**src/rtl/fetch.sv**
```systemverilog
// fetch: in-order pipeline fetch stage owning the PC and tracking two in-flight memory reads
module fetch #(
    parameter logic [31:0] RESET_PC = 32'h0000_0000
) (
    input  logic        clk,
    input  logic        reset,
    input  logic        stall,
    input  logic        flush,
    input  logic [31:0] branch_target,
    input  logic        halt,
    output logic [31:0] mem_addr,
    output logic        mem_en,
    output logic [31:0] pc_out,
    output logic        bubble_out,
    output logic        misalign
);
    logic [31:0] fetch_pc_q, fetch_pc_d, pc1_q, pc1_d, pc2_q, pc2_d;
    logic        bub1_q, bub1_d, bub2_q, bub2_d, mis_q, mis_d;
    assign mem_en     = !stall && !halt && !reset;
    assign mem_addr   = fetch_pc_q;
    assign pc_out     = pc2_q;
    assign bubble_out = bub2_q;
    assign misalign   = mis_q;
    // next state: halt freezes, flush redirects and drains slots, stall holds, otherwise shift the read pipe
    always_comb begin
        fetch_pc_d = fetch_pc_q;
        pc1_d      = pc1_q;
        bub1_d     = bub1_q;
        pc2_d      = pc2_q;
        bub2_d     = bub2_q;
        mis_d      = mis_q;
        if (!halt && flush) begin
            fetch_pc_d = {branch_target[31:2], 2'b00};
            pc1_d      = '0;
            bub1_d     = 1'b1;
            pc2_d      = '0;
            bub2_d     = 1'b1;
            mis_d      = mis_q | (branch_target[1:0] != 2'b00);
        end else if (!halt && !stall) begin
            fetch_pc_d = fetch_pc_q + 32'd4;
            pc1_d      = fetch_pc_q;
            bub1_d     = 1'b0;
            pc2_d      = pc1_q;
            bub2_d     = bub1_q;
        end
    end
    // state registers with synchronous reset that empties both in-flight slots
    always_ff @(posedge clk) begin
        if (reset) begin
            fetch_pc_q <= RESET_PC;
            pc1_q      <= '0;
            bub1_q     <= 1'b1;
            pc2_q      <= '0;
            bub2_q     <= 1'b1;
            mis_q      <= 1'b0;
        end else begin
            fetch_pc_q <= fetch_pc_d;
            pc1_q      <= pc1_d;
            bub1_q     <= bub1_d;
            pc2_q      <= pc2_d;
            bub2_q     <= bub2_d;
            mis_q      <= mis_d;
        end
    end
endmodule
```
**config.mk**
```make
export PLATFORM = sky130hd
export DESIGN_NAME = fetch
export DESIGN_NICKNAME = d
export VERILOG_FILES = /design/src/rtl/fetch.sv
export SDC_FILE = /design/constraint.sdc
export NUM_CORES = 1
export LEC_CHECK = 0
export CAP_MARGIN = 10
export CORE_UTILIZATION = 30
export DETAILED_ROUTE_END_ITERATION = 6
export GPL_TIMING_DRIVEN = 0
export HOLD_SLACK_MARGIN = 0.12
export PLACE_DENSITY = 0.6
export RECOVER_POWER = 100
export SYNTH_ARGS = -nofsm -noshare
export SYNTH_HDL_FRONTEND = slang
export SYNTH_SLANG_ARGS = --single-unit
```
**constraint.sdc**
```tcl
create_clock -name clk -period 6 [get_ports clk]
set_input_delay 1.8 -clock clk [delete_from_list [all_inputs] [get_ports clk]]
set_output_delay 1.8 -clock clk [all_outputs]
set_load 0.1 [all_outputs]
```
---- After elaboration in Yosys (flattened, before gate mapping) ----
Cells that the tools add are included.
cells by class
  reduce and logical (&&, ||, !) cells .... 9
  add/sub/neg operators ................... 1
  bitwise operators ....................... 1
  muxes and demuxes ....................... 2
operator list
  cell                                            number
  2-to-1 mux 32 bit                               2
  adder 32 x 3 -> 32 bit (second input constant)  1
  nonzero test 2 bit                              2
  logical AND 1 bit                               3
  logical NOT 1 bit                               3
  OR reduction 2 bit                              1
  bitwise OR 1 bit                                1
word-level totals
  flip-flop bits (word level) ............. 99
  output and inout port bits .............. 67
  word-level logic and storage cells ...... 20
  input bits .............................. 37

---- Logic depth before layout (Yosys ltp) ----
Gate-level depths: netlist (run 1).
  word-level depth ........................ 4
  mapped depth ............................ 7
  gate-level depth less buffers ........... 6

---- Least setup slack after synthesis (run 1) ----
No wires, ideal clock.
  path type ............................... input to output
  from .................................... input halt
  to ...................................... output mem_en
  arrival ................................. 3.782 ns
  required time ........................... 4.200 ns
  slack ................................... 0.418 ns
  stages .................................. 5
  buffers on the path ..................... 3
  cells stage by stage .................... or2_1 > clkbuf_1 > buf_2 > buf_1 > nor2_1
on the way
  cells in the longest elaborated chain, start to end .. 3
ends and longest elaborated chain
  element                         RTL line  source
  start, declared                 10        input logic halt,
  logical NOT 1 bit               19        assign mem_en = !stall && !halt && !reset;
  logical AND 1 bit (2 in a row)  19
  end, declared                   12        output logic mem_en,
Every way passes these cells.

---- Worst setup path in the final report (run 1) ----
  from .................................... input stall
  to ...................................... output mem_en
on the way
  cells in the longest elaborated chain, start to end .. 3
ends and longest elaborated chain
  element                         RTL line  source
  start, declared                 7         input logic stall,
  logical NOT 1 bit               19
  logical AND 1 bit (2 in a row)  19
Every way passes these cells.

==> results.yml, run 1 <==
worst_setup_path:
  cp_data_required_time_ns: 4.20
  worstPathArrival_ns: 4.00
  worstSetupStartpoint: "stall"
  startpoint_type: "input port"
  rr_startpoint: "mem_addr[2]"
  path_max_fanout: 19
  worstSetupPathType: "input port to output pin"
  critPathCaptureType: "output pin"
clock_network:
  cts-buffers-inserted: 9
  hold_buffers: 0
  cts_setup_buffers: 0
  htree_levels: 3
  tritoncts: "yes"
  root_buffer: "clkbuf_16"
  clockBufferDepth: 2
  ctsResizeCount: 3
  cts_num_sinks: 93
  clk_pin_slew_ns: 0.06
  worstSkewPairLatency_ns: 0.34
run:
  drv_cap: 0
power_and_ir_drop:
  power_per_cell_area_nw_per_um2: 262
  p_leak_nw: 1.97
  irDropWorstVdd_v: 0.000142
  totalPowerFinal_w: 0.00143
timing:
  relSlewSlack_pct: 33.1
  worstMarginPinSlew_ns: 1.00
  timing.hold.ws_ns: 0.445
  hold_viol: 0
  fmax_mhz: 172
  setup_ws_ns: 0.197
  min_period_over_period_pct: 96.7
  layout_min_cycle_time_ns: 5.80
  setup_viol: 0
  rsz0062_at_grt: "no"
  fin_skew_ns: 0.00848
  slew_viol_final: 0
floorplan:
  core_um2: 12800
  ios: 104
  die_area_um2: 13700
  start_util_pct: 31.1
  die_h_um: 117
  rows: 41
  fp.dieW_um: 117
routing:
  first_pass_iters: 5
  avgRoutedWirePerCell_um: 15.0
  vias: 3857
  drc: 0
  first_iter_violations: 275
  via_per_inst: 4.83
  ant_nets: 0
  drt-total-wl_um: 12000
global_route:
  grtUsageMet3_pct: 3.19
  grtUsageMet2_pct: 30.3
  top_usage_layer: "met2"
  grt_pass1_vias: 3644
  grt_max_degree: 20
  grt_use_total_pct: 18.3
  grt_pass1_wl_um: 18900
  overflow: 0
  antenna_found_initial: 0
  met1_usage_pct: 23.4
yosys:
  seq_area_frac_synth_pct: 46.8
  synth_warnings: 0
  avgSynthCellArea_um2: 7.78
  yosysUniqueCellTypes: 51
  synth_top_cell_area_share_pct: 46.8
  synth_area_leaders: "dfxtp_1 (47%), nand2_1 (13%), a21oi_1 (10%)"
  synth-async-reset-ratio_pct: 0
  synth_edf_count: 0
  synth_most_common_cell: "nand2_1"
  synthCells: 511
  synthTopCellsByCount: "nand2_1 (141), dfxtp_1 (93), a21oi_1 (80)"
  synthFlopType: "dfxtp_1"
  synth_area_um2: 3980
  yosysTopAreaCell: "dfxtp_1"
  yosys_register_bits: 93
placement:
  dp_hpwl_um: 9130
  gp_congestion: 0.865
  portBuffers: 97
  postPlaceCellArea_um2: 5170
  post-place-ws_ns: -0.517
min_path:
  min-delay-path-class: "register to register"
  min_from: "bub1_q"
cells_and_area:
  final_area_um2: 5450
  area_growth_pct: 37.2
  drive_above_1_share_pct: 4.63
  num_antenna_cells: 0
  nets: 659
run_status:
  status: "complete, no violations"
[report_power, final]
part	internal [W]	total [W]	leakage [nW]	switching [W]
logic	0.0000617	0.000235	1.08	0.000173
registers	0.000634	0.000659	0.755	0.0000250
clock network	0.000295	0.000537	0.135	0.000242
[flip-flops by register name, indices dropped and copies added (netlist names)]
signal,cells
bub1_q,1
bubble_out,1
mem_addr,30
misalign,1
pc1_q,30
pc_out,30
[layout make-up]
class | instances | area, um2
fillers | 1303 | 7320
multi-input cells | 373 | 1920
flip-flops and latches | 93 | 1860
repair buffers | 97 | 972
clock buffers | 10 | 239
well taps | 172 | 215
plain buffers | 40 | 168
clock inverters | 6 | 46.3
inverters | 7 | 26.3
[metal layers]
layer	wire length (um)	vias to the layer above
li1	-	1978
met1	5220	1754
met2	5850	115
met3	724	10
met4	162	0
met5	0	-
[critical path, cell delays in order]
cell and delay (ns):
dlygate4sd3_1 0.71, or2_1 0.15, clkbuf_1 0.30, buf_2 0.42, nor2_1 0.12, clkdlybuf4s15_2 0.50
[path summary, 6_finish.rpt]
check                  to  slack (ns)  cells past startpoint
max                mem_en        0.20                      6
min                bub1_q        0.45                      2
max reg2reg  mem_addr[26]        3.74                      6
min reg2reg        bub1_q        0.45                      2
[stage by stage]
stage	setup TNS [ns]	cells	utilization [%]
finish	0	798	42.7
global route	0	798	42.7
CTS	0	798	42.7
detailed placement	-0.517	783	40.5
global placement	-0.518	783	40.5
floorplan	0	514	-
[cell families (layout without fill, tap and decap cells)]
group | Yosys count | after routing | synth area share (%)
flip-flops | 93 | 93 | 46.8
buffers and inverters | 48 | 160 | 5.04
other | 1 | 4 | 0.0943
adder cells (fa/ha/maj) | 1 | 1 | 0.315
XOR/XNOR | 14 | 14 | 3.08
AND/OR/NAND/NOR | 229 | 229 | 26.0
AO/OA/AOI/OAI | 124 | 124 | 18.4
multiplexers | 1 | 1 | 0.252
[cells in the final DEF, fill, tap and decap left out, types with 4 or more instances in the layout]
master,n
nand3_1,10
nor3_1,9
a21oi_1,80
dfxtp_1,93
a22oi_1,8
nor2_1,31
dlygate4sd3_1,64
conb_1,4
buf_4,4
o22ai_1,5
and3_1,7
xor2_1,11
inv_1,7
a211oi_1,8
nand4_1,9
nand2_1,141
clkbuf_1,33
clkdlybuf4s50_1,32
clkbuf_16,9
(Power assumes the default switching activity.)
==> run 2: changes to the inputs <==
- CORE_UTILIZATION: 30 -> 52
- PLACE_DENSITY: 0.6 -> 0.91
==> run 2 against run 1 <==
Total power down 6.9%. Setup slack better by 0.069 ns. Sequential power about the same. Non-clock buffer count unchanged. Critical path depth unchanged. Clock power down 19%. Fmax up 1.2%. First-iteration DRC count down 5.5%. Die area down 42%. Combinational power about the same. Largest power group unchanged.
==> results.yml, run 2 (synthesis results as in run 1) <==
routing:
  drc: 0
  via_per_inst: 5.56
  drt-total-wl_um: 11700
  vias: 4032
  avgRoutedWirePerCell_um: 16.1
  ant_nets: 0
  first_pass_iters: 5
  first_iter_violations: 260
timing:
  setup_viol: 0
  relSlewSlack_pct: 32.6
  rsz0062_at_grt: "no"
  hold_viol: 0
  worstMarginPinSlew_ns: 1.01
  min_period_over_period_pct: 95.6
  fin_skew_ns: 0.00840
  fmax_mhz: 174
  setup_tns_ns: 0
  layout_min_cycle_time_ns: 5.73
  slew_viol_final: 0
floorplan:
  fp.dieW_um: 89.4
  ios: 104
  die_h_um: 89.4
  rows: 31
  start_util_pct: 54.2
  die_area_um2: 8000
  core_um2: 7330
cells_and_area:
  num_antenna_cells: 0
  drive_above_1_share_pct: 4.63
  stdcell_count: 725
  area_growth_pct: 32.9
  nets: 659
  mostFrequentLayoutCells: "nand2_1 (141), dfxtp_1 (93), a21oi_1 (80), dlygate4sd3_1 (64), clkbuf_1 (33)"
  final_common_cell: "nand2_1"
run_status:
  status: "complete, no violations"
placement:
  gp_congestion: 0.888
  portBuffers: 97
  placed_cells_incl_taps: 710
  dp_hpwl_um: 8660
worst_setup_path:
  endpoint: "mem_en"
  worstPathArrival_ns: 3.93
  rr_startpoint: "mem_addr[2]"
  reg2reg_slack_ns: 3.75
  critPathCaptureType: "output pin"
  worstRegToRegCells: 6
  cp_data_required_time_ns: 4.20
  startpoint_type: "input port"
  crit_buf_inv: 4
  worstSetupPathType: "input port to output pin"
  cp.depth: 6
  crit_slowest_cell: "dlygate4sd3_1"
  max_stage_delay_ns: 0.69
  rr_endpoint: "mem_addr[28]"
  cp_cell_sequence: "dlygate4sd3_1 -> or2_1 -> clkbuf_1 -> buf_2 -> nor2_1 -> clkdlybuf4s15_2"
  path_max_fanout: 19
  crit_family: "buffers and inverters"
  worstSetupStartpoint: "stall"
global_route:
  antenna_found_initial: 0
  overflow: 0
  grt_pass1_vias: 3807
  grt_pass1_wl_um: 18500
  grt_max_degree: 17
  grt_use_total_pct: 30.7
clock_network:
  htree_levels: 3
  worstSkewPairLatency_ns: 0.37
  cts-buffers-inserted: 9
  clk_pin_slew_ns: 0.08
  hold_buffers: 0
  tritoncts: "yes"
  cts_num_sinks: 93
  clockBufferDepth: 2
  root_buffer: "clkbuf_8"
power_and_ir_drop:
  power_per_cell_area_nw_per_um2: 252
  irDropWorstVdd_v: 0.000160
  p_leak_nw: 1.94
min_path:
  hold_depth: 2
  min-delay-path-class: "register to register"
run:
  drv_cap: 0
-- run 2: cell count changes in the layout (fill, tap and decap cells not counted), sizes merged --
| cell | previous run | this run |
|---|---|---|
| clkinvlp | 2 | 1 |
| bufinv | 0 | 1 |
-- run 2: report_power, final --
part	switching [W]	internal, W
clock network	0.000230	0.000207
registers	0.0000253	0.000633
logic	0.000174	0.0000616
total	0.000430	0.000902
-- run 2: worst min path at each step --
stage / from / end / slack (ns)
finish: pc_out[21] / pc_out[21] / 0.45
global route: pc1_q[29] / pc_out[29] / 0.48
CTS: pc1_q[31] / pc_out[31] / 0.45
detailed placement: pc1_q[8] / pc1_q[8] / 0.45
global placement: bub1_q / bub1_q / 0.43
floorplan: bub1_q / bub1_q / 0.42
-- run 2: per-stage QoR --
stage / cell area, um2 / total power (W) / util [%] / setup WS (ns) / hold slack, ns
finish: 5280 / 0.00133 / 72.1 / 0.266 / 0.455
global route: 5280 / 0.00138 / 72.1 / 0.166 / 0.477
CTS: 5290 / 0.00134 / 72.1 / 0.0404 / 0.454
detailed placement: 5080 / 0.000912 / 69.3 / -0.449 / 0.447
global placement: 5080 / 0.000908 / 69.3 / -0.434 / 0.430
floorplan: 3990 / 0.000834 / - / 0.418 / 0.423
-- run 2: worst register-to-register path: stages, from the launching register on --
cell and delay (ns):
dfxtp_1 0.46, ha_1 0.27, nand3_1 0.28, nor3_1 0.54
nand4_1 0.18, xor2_1 0.17, a211oi_1 0.26
-- run 2: what timing repair did --
| item | CTS | global route |
|---|---|---|
| resized for setup | 3 | 0 |
| endpoints found under the setup margin | 1 | 1 |
| buffers inserted | 0 | 0 |
-- run 2: final cells by class --
class | instances | area (um2)
multi-input cells | 373 | 1920
clock inverters | 6 | 68.8
flip-flops and latches | 93 | 1860
fillers | 576 | 2050
clock buffers | 10 | 138
plain buffers | 40 | 168
inverters | 7 | 26.3
repair buffers | 97 | 972
well taps | 99 | 124
-- run 2: metal layers --
metal	part of all wire (%)	track usage (%)
met5	0	0
met4	2.9	12.7
met3	6.4	6.00
met2	47	49.5
met1	43	40.4
==> run 3: changes to the inputs <==
- RECOVER_POWER: 100 -> unset
==> run 3 against run 2 <==
Hold slack lost 0.0023 ns. Die area did not move. Cell area is essentially flat. Utilization hardly changed. Via count grew 0.37%. Register-to-register slack about the same. Critical endpoint unchanged. Largest cell class unchanged. Highest routed layer unchanged.
==> results.yml, run 3 (synthesis results as in run 1) <==
timing:
  slew_viol_final: 0
  setup_tns_ns: 0
  setup_ws_ns: 0.350
  relSlewSlack_pct: 33.3
  layout_min_cycle_time_ns: 5.65
  fmax_mhz: 177
  min_period_over_period_pct: 94.2
  setup_viol: 0
  fin_skew_ns: 0.00814
  hold_viol: 0
  rsz0062_at_grt: "no"
  worstMarginPinSlew_ns: 0.998
worst_setup_path:
  cp_cell_sequence: "clkdlybuf4s50_1 -> or2_1 -> clkbuf_1 -> buf_2 -> nor2_1 -> clkdlybuf4s15_2"
  path_max_fanout: 19
  worstRegToRegCells: 6
  max_stage_delay_ns: 0.63
  worstSetupPathType: "input port to output pin"
  worstPathArrival_ns: 3.85
  rr_startpoint: "mem_addr[2]"
  crit_slowest_cell: "clkdlybuf4s50_1"
  crit_family: "buffers and inverters"
  rr_endpoint: "mem_addr[28]"
  startpoint_type: "input port"
  crit_buf_inv: 4
  cp_data_required_time_ns: 4.20
  critPathCaptureType: "output pin"
  reg2reg_slack_ns: 3.76
min_path:
  min_from: "pc1_q[31]"
  hold_end: "pc_out[31]"
  hold_depth: 2
  min-delay-path-class: "register to register"
routing:
  via_per_inst: 5.58
  avgRoutedWirePerCell_um: 16.1
  ant_nets: 0
  drc: 0
  vias: 4047
  first_iter_violations: 252
  drt-total-wl_um: 11700
  first_pass_iters: 7
clock_network:
  clockBufferDepth: 2
  clk_pin_slew_ns: 0.10
  cts_setup_buffers: 0
  cts-buffers-inserted: 9
  worstSkewPairLatency_ns: 0.37
  htree_levels: 3
  hold_buffers: 0
  root_buffer: "clkbuf_8"
  tritoncts: "yes"
  cts_num_sinks: 93
cells_and_area:
  area_growth_pct: 33.0
  final_common_cell: "nand2_1"
  nets: 659
  mostFrequentLayoutCells: "nand2_1 (141), clkdlybuf4s50_1 (96), dfxtp_1 (93), a21oi_1 (80), nor2_1 (31)"
  utilization_pct: 72.1
  num_antenna_cells: 0
  drive_above_1_share_pct: 4.95
power_and_ir_drop:
  p_leak_nw: 1.75
  irDropWorstVdd_v: 0.000158
  totalPowerFinal_w: 0.00133
  power_per_cell_area_nw_per_um2: 252
placement:
  dp_hpwl_um: 8660
  gp_congestion: 0.888
  post-place-ws_ns: -0.449
  portBuffers: 97
global_route:
  overflow: 0
  top_usage_layer: "met2"
  grt_max_degree: 17
  antenna_found_initial: 0
  grtUsageMet3_pct: 6.00
  met1_usage_pct: 40.4
  grtUsageMet2_pct: 49.5
  grt_pass1_vias: 3807
  grt_use_total_pct: 30.7
  grt_pass1_wl_um: 18500
floorplan:
  ios: 104
  fp.dieW_um: 89.4
  start_util_pct: 54.2
  core_um2: 7330
  rows: 31
  die_h_um: 89.4
  die_area_um2: 8000
run_status:
  status: "complete, no violations"
run:
  drv_cap: 0
[run 3: changes by cell type in the layout (fill, tap and decap cells not counted), sizes merged]
cell,previous run,this run
clkdlybuf4s50,32,96
dlygate4sd3,64,0
clkbuf,43,37
buf,7,13
[run 3: timing repair]
action | in CTS | in global routing
pin swaps | 0 | 0
gates resized for setup | 3 | 0
hold endpoints to repair | 0 | 0
setup endpoints to repair | 1 | 1
[run 3: power breakdown]
part | internal [W] | leakage, nW | switching (W)
registers | 0.000633 | 0.755 | 0.0000257
logic | 0.0000668 | 0.896 | 0.000174
clock network | 0.000207 | 0.103 | 0.000227
total | 0.000907 | 1.75 | 0.000427
[run 3: worst max path at each step]
stage                     start      to  slack, ns  cells after the start
final                     stall  mem_en       0.35                      6
after global placement    stall  mem_en      -0.43                      7
after CTS                 stall  mem_en       0.04                      7
after detailed placement  stall  mem_en      -0.45                      7
after global routing      stall  mem_en       0.24                      6
after floorplan            halt  mem_en       0.42                      5
[run 3: final cells by class]
cell class              instances  area, um2
flip-flops and latches         93       1860
inverters                       7       26.3
repair buffers                 97        972
multi-input cells             373       1920
clock buffers                  10        138
fillers                       574       2050
well taps                      99        124
plain buffers                  40        170
clock inverters                 6       68.8
[run 3: worst reg2reg max path, cell delays in order, from the launching register on]
cell and delay, ns:
dfxtp_1 0.46, ha_1 0.27, nand3_1 0.28, nor3_1 0.54, nand4_1 0.18, xor2_1 0.17, a211oi_1 0.25
[run 3: routing by layer]
layer,part of all wire [%],vias to the layer above
li1,-,1968
met3,6.9,24
met1,43,1868
met4,2.9,0
met2,48,187
met5,0,-
[run 3: through the flow]
stage	instance area (um2)	hold slack, ns	instances
6_report	5290	0.452	725
5_1_grt	5290	0.477	725
4_1_cts	5290	0.454	726
3_5_place_dp	5080	0.447	710
3_3_place_gp	5080	0.430	710
2_1_floorplan	3990	0.423	514
